--- src/rtl/hdd_xfer_ctrl.sv ---
// hdd_xfer_ctrl
// Sequences one 512-byte block transfer between the host block-device port
// and the ProDOS HDD card's dual-ported sector RAM. A rising edge on the
// card's read or write request level raises a host request for the card's
// block number. The controller then steers the host buffer port onto the
// sector RAM port until the host drops sd_ack. The CPU is held in halt
// from request acceptance until the cycle after the transfer finishes.
// The controller also tracks the image mounted/read-only status.
//
// Ports
//   CLK_14M, RESET_N          : clock, asynchronous active-low reset
//   hdd_read, hdd_write       : request levels from the card (edge-detected)
//   sector                    : ProDOS block number from the card
//   hdd_mounted, hdd_protect  : image status back to the card
//   ram_addr/ram_di/ram_we    : sector RAM port driven toward the card
//   ram_do                    : sector RAM read data (1-cycle latency)
//   img_mounted/readonly/size : host mount strobe and image attributes
//   sd_lba, sd_rd, sd_wr      : host block request
//   sd_ack                    : host acknowledge, high for the whole transfer
//   sd_buff_addr/dout/din/wr  : host byte stream
//   cpu_halt                  : CPU stall while a request is in flight
//   xfer_err                  : sticky error, cleared by the next accepted request
module hdd_xfer_ctrl #(
   parameter logic [23:0] TIMEOUT_CYCLES = 24'd14000000,
   parameter int          BLOCK_BYTES    = 512
) (
   input  logic        CLK_14M,
   input  logic        RESET_N,
   input  logic        hdd_read,
   input  logic        hdd_write,
   input  logic [15:0] sector,
   output logic        hdd_mounted,
   output logic        hdd_protect,
   output logic [8:0]  ram_addr,
   output logic [7:0]  ram_di,
   input  logic [7:0]  ram_do,
   output logic        ram_we,
   input  logic        img_mounted,
   input  logic        img_readonly,
   input  logic [63:0] img_size,
   output logic [31:0] sd_lba,
   output logic        sd_rd,
   output logic        sd_wr,
   input  logic        sd_ack,
   input  logic [8:0]  sd_buff_addr,
   input  logic [7:0]  sd_buff_dout,
   output logic [7:0]  sd_buff_din,
   input  logic        sd_buff_wr,
   output logic        cpu_halt,
   output logic        xfer_err
);

   typedef enum logic [1:0] {IDLE, REQ, XFER, DONE} state_t;

   localparam logic [9:0]  BYTE_LIMIT = 10'(BLOCK_BYTES);
   localparam logic [9:0]  BYTE_SAT   = 10'h3FF;
   localparam logic [23:0] TMO_LAST   = TIMEOUT_CYCLES - 24'd1;

   state_t      state, state_next;
   logic        dir, dir_next;            // 0 = read (host to card), 1 = write
   logic [31:0] lba, lba_next;
   logic        err, err_next;
   logic        mounted, mounted_next;
   logic        protect, protect_next;
   logic        read_prev, write_prev;
   logic [9:0]  byte_cnt, byte_cnt_next;
   logic [23:0] tmo_cnt, tmo_cnt_next;

   logic read_edge, write_edge, any_edge, tmo_hit;

   assign read_edge  = hdd_read  & ~read_prev;
   assign write_edge = hdd_write & ~write_prev;
   assign any_edge   = read_edge | write_edge;
   assign tmo_hit    = (tmo_cnt == TMO_LAST);

   always_ff @(posedge CLK_14M or negedge RESET_N) begin
      if (!RESET_N) begin
         state      <= IDLE;
         dir        <= 1'b0;
         lba        <= 32'h0;
         err        <= 1'b0;
         mounted    <= 1'b0;
         protect    <= 1'b0;
         read_prev  <= 1'b0;
         write_prev <= 1'b0;
         byte_cnt   <= 10'h0;
         tmo_cnt    <= 24'h0;
      end else begin
         state      <= state_next;
         dir        <= dir_next;
         lba        <= lba_next;
         err        <= err_next;
         mounted    <= mounted_next;
         protect    <= protect_next;
         read_prev  <= hdd_read;
         write_prev <= hdd_write;
         byte_cnt   <= byte_cnt_next;
         tmo_cnt    <= tmo_cnt_next;
      end
   end

   always_comb begin
      state_next    = state;
      dir_next      = dir;
      lba_next      = lba;
      err_next      = err;
      mounted_next  = mounted;
      protect_next  = protect;
      byte_cnt_next = byte_cnt;
      tmo_cnt_next  = tmo_cnt;

      // Mount status updates in every state; a remount mid-transfer does
      // not disturb the transfer in progress.
      if (img_mounted) begin
         mounted_next = |img_size;
         protect_next = img_readonly;
      end

      case (state)
         IDLE: begin
            // Read wins a simultaneous edge pair; the collision is flagged.
            // Write-protect uses the status held before this cycle's strobe.
            if (read_edge || (write_edge && !protect)) begin
               dir_next      = ~read_edge;
               lba_next      = {16'h0, sector};
               err_next      = read_edge & write_edge;
               byte_cnt_next = 10'h0;
               tmo_cnt_next  = 24'h0;
               state_next    = REQ;
            end
         end

         REQ: begin
            if (any_edge) err_next = 1'b1;
            if (sd_ack) begin
               tmo_cnt_next = 24'h0;
               state_next   = XFER;
            end else if (tmo_hit) begin
               err_next   = 1'b1;
               state_next = DONE;
            end else begin
               tmo_cnt_next = tmo_cnt + 24'd1;
            end
         end

         XFER: begin
            if (any_edge) err_next = 1'b1;
            if (!dir && sd_buff_wr && byte_cnt != BYTE_SAT)
               byte_cnt_next = byte_cnt + 10'd1;
            if (!sd_ack) begin
               // A read must have delivered exactly one block.
               if (!dir && byte_cnt != BYTE_LIMIT) err_next = 1'b1;
               state_next = DONE;
            end else if (tmo_hit) begin
               err_next   = 1'b1;
               state_next = DONE;
            end else begin
               tmo_cnt_next = tmo_cnt + 24'd1;
            end
         end

         DONE: begin
            if (any_edge) err_next = 1'b1;
            state_next = IDLE;
         end

         default: state_next = IDLE;
      endcase
   end

   // Outputs decode straight from registered state so the asynchronous
   // reset clears them without waiting for a clock edge.
   assign cpu_halt    = (state != IDLE);
   assign sd_rd       = (state == REQ) && !dir;
   assign sd_wr       = (state == REQ) &&  dir;
   assign sd_lba      = lba;
   assign xfer_err    = err;
   assign hdd_mounted = mounted;
   assign hdd_protect = protect;

   // During XFER the host byte port is wired straight onto the sector RAM.
   assign ram_we      = (state == XFER && !dir) ? sd_buff_wr   : 1'b0;
   assign ram_addr    = (state == XFER)         ? sd_buff_addr : 9'h0;
   assign ram_di      = (state == XFER && !dir) ? sd_buff_dout : 8'h0;
   assign sd_buff_din = (state == XFER &&  dir) ? ram_do       : 8'h0;

endmodule

--- config.mk ---
export PLATFORM = sky130hd
export DESIGN_NAME = hdd_xfer_ctrl
export DESIGN_NICKNAME = d
export VERILOG_FILES = /design/src/rtl/hdd_xfer_ctrl.sv
export SDC_FILE = /design/constraint.sdc
export NUM_CORES = 1
export LEC_CHECK = 0
export ABC_AREA = 1
export CORE_MARGIN = 5
export CORE_UTILIZATION = 39
export CTS_CLUSTER_DIAMETER = 80
export CTS_CLUSTER_SIZE = 30
export DETAILED_ROUTE_END_ITERATION = 10
export PLACE_DENSITY = 0.76
export SYNTH_ARGS = -nofsm -noshare
export SYNTH_HDL_FRONTEND = slang
export SYNTH_SLANG_ARGS = --single-unit
--- constraint.sdc ---
create_clock -name CLK_14M -period 2.9 [get_ports CLK_14M]
set_clock_uncertainty 0.2 [all_clocks]
set_input_delay 0.29 -clock CLK_14M [delete_from_list [all_inputs] [get_ports CLK_14M]]
set_output_delay 0.29 -clock CLK_14M [all_outputs]
set_load 0.01 [all_outputs]
# After elaboration in Yosys (flattened, before gate mapping)
# Index checks and enable logic that the tools add are counted.
# Widths: inputs -> output; s select.
# totals
register_bits	58
in_bits	113
output_inout_bits	64
word_cells	71
# classes
add_sub_neg	2
eq_ne	9
n_mux	24
n_bitwise	7
reduce_logical	19
# ops
op	n
$mux 24	4
$pmux 24 s3	1
$reduce_or 64->1	1
$add 24x1->24 const B	1
$eq 24x24->1 const B	1
$mux 10	2
$ne 10x10->1 const B	2
$pmux 10 s2	1
$mux 8	2
$add 10x1->10 const B	1
$mux 9	1
$logic_and 1x1->1	8
$mux 2	4
$pmux 2 s4	1
$mux 1	7
$ne 2x2->1 const B	3
$reduce_and 3->1	2
$eq 2x2->1 const B	2
$pmux 1 s4	1
$reduce_bool 2->1	2
$and 1x1->1	3
$not 1->1	3
$reduce_bool 3->1	1
$eq 2x1->1 const B	1
5 further kinds	6

# Depth between registers and ports, before layout
# Gate-level depths: netlist (run 1).
# logic_depth
word_depth	7
ltp_mapped	14

# Worst setup path before layout (run 1)
# Ideal clock, no wire load.
# synth_path
kind	register to register
from	register state[0]
to	register tmo_cnt[18]
setup_time_ps	120
arrival_time_ps	1607
required_time_ps	2580
setup_slack_ps	973
path_stages_with_launch	11
path_buffers	2
period_less_slack_ps	1927
cell_sequence	dfrtp_1 inv_1 ha_1 buf_6 inv_4 nor2_4 nor2_4 nand2_4 a21oi_2 buf_4 nor2_1
# synth_between
elab_chain_cells	3
word_cells_on_any_way	8
# synth_rtl
item	line	rtl
from (decl)	59	state_t state, state_next;
from (signal assigned)	89	state <= state_next;
$eq 2x2->1, or another cell as far along	119	case (state)
$ne 2x2->1 (no source line) or $reduce_bool 3->1 (tied branches)	-	
$reduce_and 3->1 (no source line)	-	
to (signal assigned)	98	tmo_cnt <= tmo_cnt_next;
to (decl)	67	logic [23:0] tmo_cnt, tmo_cnt_next;
# Parallel ways exist; a longest one is shown, timed or not.
# A chain may end at the register's enable or synchronous reset.

# Final worst setup path (run 1)
# layout_path
from	register state[0]
to	output port ram_we
# layout_between
elab_chain_cells	3
# layout_rtl
item	line	rtl
$eq 2x2->1	182	assign ram_we = (state == XFER && !dir) ? sd_buff_wr : 1'b0;
$logic_and 1x1->1	182	
$mux 1	182	
to (decl)	37	output logic ram_we,
# No other way between the ends.

==> impl_metrics.env, run 1 <==
export IMPL_grt_pass1_wl_mm=18.5
export IMPL_design_area_sq_um=5790
export IMPL_synth_area_leaders="dfrtp_1 (38%), nand2_1 (16%), nor2_1 (9.6%)"
export IMPL_dp_final_hpwl_mm=9.17
export IMPL_grt_usage_pct=19.5
export IMPL_place_area_sq_um=5520
export IMPL_antenna_found_initial=0
export IMPL_synth_xor_area_share_pct=2.28
export IMPL_total_power_mw=3.44
export IMPL_initial_utilization_pct=39.6
export IMPL_crit_fanout=10
export IMPL_sw_frac_of_total_pct=35.3
export IMPL_muxShareOfSynthArea_pct=0
export IMPL_rows=36
export IMPL_crit_chain="inv_1 -> ha_2 -> nand2_1 -> nor2_1 -> clkdlybuf4s50_1"
export IMPL_drive_gt1_share_pct=7.59
export IMPL_synthArstFlopShare_pct=100
export IMPL_io_buffers=160
export IMPL_ys_types=39
export IMPL_synth_edf_count=0
export IMPL_viasPerCell=4.67
export IMPL_leakagePower_nw=2.71
export IMPL_critPathLaunch="state[0]"
export IMPL_root_buffer="clkbuf_8"
export IMPL_max_stage_delay_ns=0.57
export IMPL_maxCapViolCount=0
export IMPL_drt_pass1_iterations=5
export IMPL_nets=854
export IMPL_fin_ws_ns=0.170
export IMPL_worst_pin_slew_ns=0.581
export IMPL_rr_startpoint="state[0]"
export IMPL_drt_wirelength_per_cell_um=12.9
export IMPL_diodes=0
export IMPL_vias=4066
export IMPL_crit_arrival_ns=2.24
export IMPL_cts_sink_count=58
export IMPL_core_sq_um=9680
export IMPL_status="finished, final reports clean"
export IMPL_die_area_sq_um=11900
export IMPL_synth_seq_cells=58
export IMPL_cts_buffers=9
export IMPL_drt_antenna_violating_nets=0
export IMPL_ir_drop_uv=349
export IMPL_dpl_worst_slack_ns=0.402
export IMPL_rsz0062_at_grt="false"
export IMPL_grt_ovfl_total=0
export IMPL_whs_ns=0.263
export IMPL_endpoint_kind="primary output"
export IMPL_power_frac_clock_pct=27.4
export IMPL_min_from="hdd_read"
export IMPL_syn_area_sq_um=3840
export IMPL_htree_levels=3
export IMPL_clockBufferDepth=2
export IMPL_path_buf_inv=2
export IMPL_power_density_nw_per_um2=595
export IMPL_synth_adder_area_share_pct=2.61
export IMPL_slew_headroom_pct=61.3
export IMPL_ys_flop_type="dfrtp_1"
export IMPL_cts_setup_buffers=0
export IMPL_power_switching_mw=1.22
export IMPL_grt_pass1_vias=4132
export IMPL_p_comb_share_pct=41.6
export IMPL_insertion_delay_ns=0.34
export IMPL_post_route_period_util_pct=94.2
export IMPL_die_w_um=109
export IMPL_ys_warn_count=0
export IMPL_areaGrowthSynthToFinish_pct=50.8
export IMPL_synth_top_family_by_area="simple AND/OR/NAND/NOR gates"
export IMPL_grt_max_degree=24
export IMPL_syn_inst=564
export IMPL_clkTransAtPathRegs_ns=0.07
export IMPL_seq_area_frac_synth_pct=37.8
export IMPL_fill_cells=867
export IMPL_io_pins=177
export IMPL_avgSynthCellArea_sq_um=6.80
export IMPL_cp_start_kind="flop"
export IMPL_cts_tree="built"
export IMPL_cp_data_required_time_ns=2.41
export IMPL_drtIter0Drc=208
export IMPL_setup_tns_ns=0
export IMPL_criticalPathCategory="flop to primary output"
export IMPL_die_h_um=109
export IMPL_post_route_drc_count=0
export IMPL_synth_compound_area_share_pct=4.99
export IMPL_gp_congestion=0.870
export IMPL_critPathSlowestCell="clkdlybuf4s50_1"
export IMPL_synthSimpleGateAreaFrac_pct=39.9
export IMPL_yosys_area_top_type_share_pct=37.8
export IMPL_wl_mm=11.2
export IMPL_sequentialPowerShare_pct=31.0
export IMPL_setup_viol=0
export IMPL_synth_top_cell_by_area="dfrtp_1"
export IMPL_p_int_mw=2.23
export IMPL_hold_path_class="primary input to flop"
export IMPL_finalCriticalPeriod_ns=2.73
export IMPL_slew_viol_final=0
export IMPL_finalHoldViolCount=0
export IMPL_fmax_ghz=0.366
export IMPL_crit_family="buffers and inverters"
through the flow:
stage / std cells / util (%)
2_1_floorplan: 579 / -
3_3_place_gp: 854 / 57.0
3_5_place_dp: 854 / 57.0
4_1_cts: 871 / 59.7
5_1_grt: 871 / 59.7
6_report: 871 / 59.7
cell usage after synthesis (3+ instances only):
library cell / instances
a21oi_1: 5
buf_4: 17
buf_6: 3
dfrtp_1: 58
ha_1: 8
inv_1: 72
nand2_1: 167
nand3_1: 34
nand4_1: 7
nor2_1: 98
nor3_1: 15
nor4_1: 4
o21ai_0: 15
o21ai_1: 4
or2_2: 13
xor2_1: 9
timing repair:
action | CTS | global route
hold buffers | 1 | 0
setup endpoints to repair | 0 | 17
endpoints found under the hold margin | 21 | 0
gates resized for setup | 0 | 1
state kept, by name, indices dropped and copies added (netlist names), 2 cells and up:
name / count
byte_cnt: 10
sd_lba: 16
state: 2
tmo_cnt: 24
worst register-to-register path: stages, from the launching register on:
cell	delay (ns)
dfrtp_1	0.42
inv_1	0.13
ha_2	0.34
inv_4	0.11
nor2_4	0.14
nor2_4	0.05
nand2_4	0.11
inv_4	0.10
nand2_4	0.15
inv_2	0.11
nand2_1	0.07
nand2_1	0.05
nand2_1	0.06
nor2_1	0.04
path summary, 6_finish.rpt:
kind,slack (ns),cells past startpoint,to
max reg2reg,0.70,13,tmo_cnt[12]
min,0.26,1,read_prev
min reg2reg,0.27,2,sd_lba[9]
max in group asynchronous,1.53,3,tmo_cnt[9]
max,0.17,5,ram_we
min in group asynchronous,0.28,2,tmo_cnt[10]
cells in the final DEF, fill, tap and decap left out, drive strengths merged:
master and count:
xor2 9, nand4 7, clkdlybuf4s50 159, nor2 102, o21ai 20, nand3 36, or2 13, o21bai 1
buf 7, conb 16, ha 8, nor3 17, dlygate4sd3 1, o32ai 1, inv 76, nand3b 2
o211ai 2, clkbuf 11, clkinv 3, dfrtp 58, nor3b 1, a21oi 7, o22ai 1, o31ai 1
nor4 4, xnor2 1, nand2 171, bufinv 3
cell type report:
cell class / count / area, sq um / area share (%)
inverters: 77 / 294 / 5.08
flip-flops and latches: 58 / 1450 / 25.1
multi-input cells: 420 / 1970 / 34.1
repair buffers: 167 / 1650 / 28.5
clock inverters: 5 / 100 / 1.73
well taps: 133 / 166 / 2.88
clock buffers: 11 / 151 / 2.62
per-layer routing:
metal / track usage, % / routed length [um] / vias up
li1: - / - / 2050
met1: 22.1 / 4360 / 1853
met2: 33.9 / 5670 / 141
met3: 7.46 / 944 / 22
met4: 5.70 / 235 / 0
met5: 0 / 0 / -
cell families (layout without fill, tap and decap cells):
family	after synthesis	in the layout
DFF	58	58
adders and majority gates	8	8
xor gates and xnor gates	10	10
buffers and inverters	101	260
AOI/OAI and AO/OA	33	33
and+or+nand+nor	353	353
other	1	16
power by group through the flow:
stage / clock network (mW) / logic, mW / registers (mW)
final: 0.943 / 1.43 / 1.07
after global routing: 1.00 / 1.59 / 1.09
after CTS: 0.968 / 1.45 / 1.07
after detailed placement: 0 / 1.44 / 1.08
after global placement: 0 / 1.41 / 1.07
after floorplan: 0 / 0.711 / 1.12
No activity file was read; power rests on OpenSTA's default activity.
==> run 2: changes to the inputs <==
--- a/config.mk
+++ b/config.mk
@@ -6,12 +6,14 @@
 export NUM_CORES = 1
 export LEC_CHECK = 0
 export ABC_AREA = 1
+export ABC_CLOCK_PERIOD_IN_PS = 2900
 export CORE_MARGIN = 5
 export CORE_UTILIZATION = 39
 export CTS_CLUSTER_DIAMETER = 80
 export CTS_CLUSTER_SIZE = 30
 export DETAILED_ROUTE_END_ITERATION = 10
 export PLACE_DENSITY = 0.76
+export SLEW_MARGIN = 20
 export SYNTH_ARGS = -nofsm -noshare
 export SYNTH_HDL_FRONTEND = slang
 export SYNTH_SLANG_ARGS = --single-unit
==> results of run 2 <==
The final DEF is identical to that of run 1; final timing and power are the same.
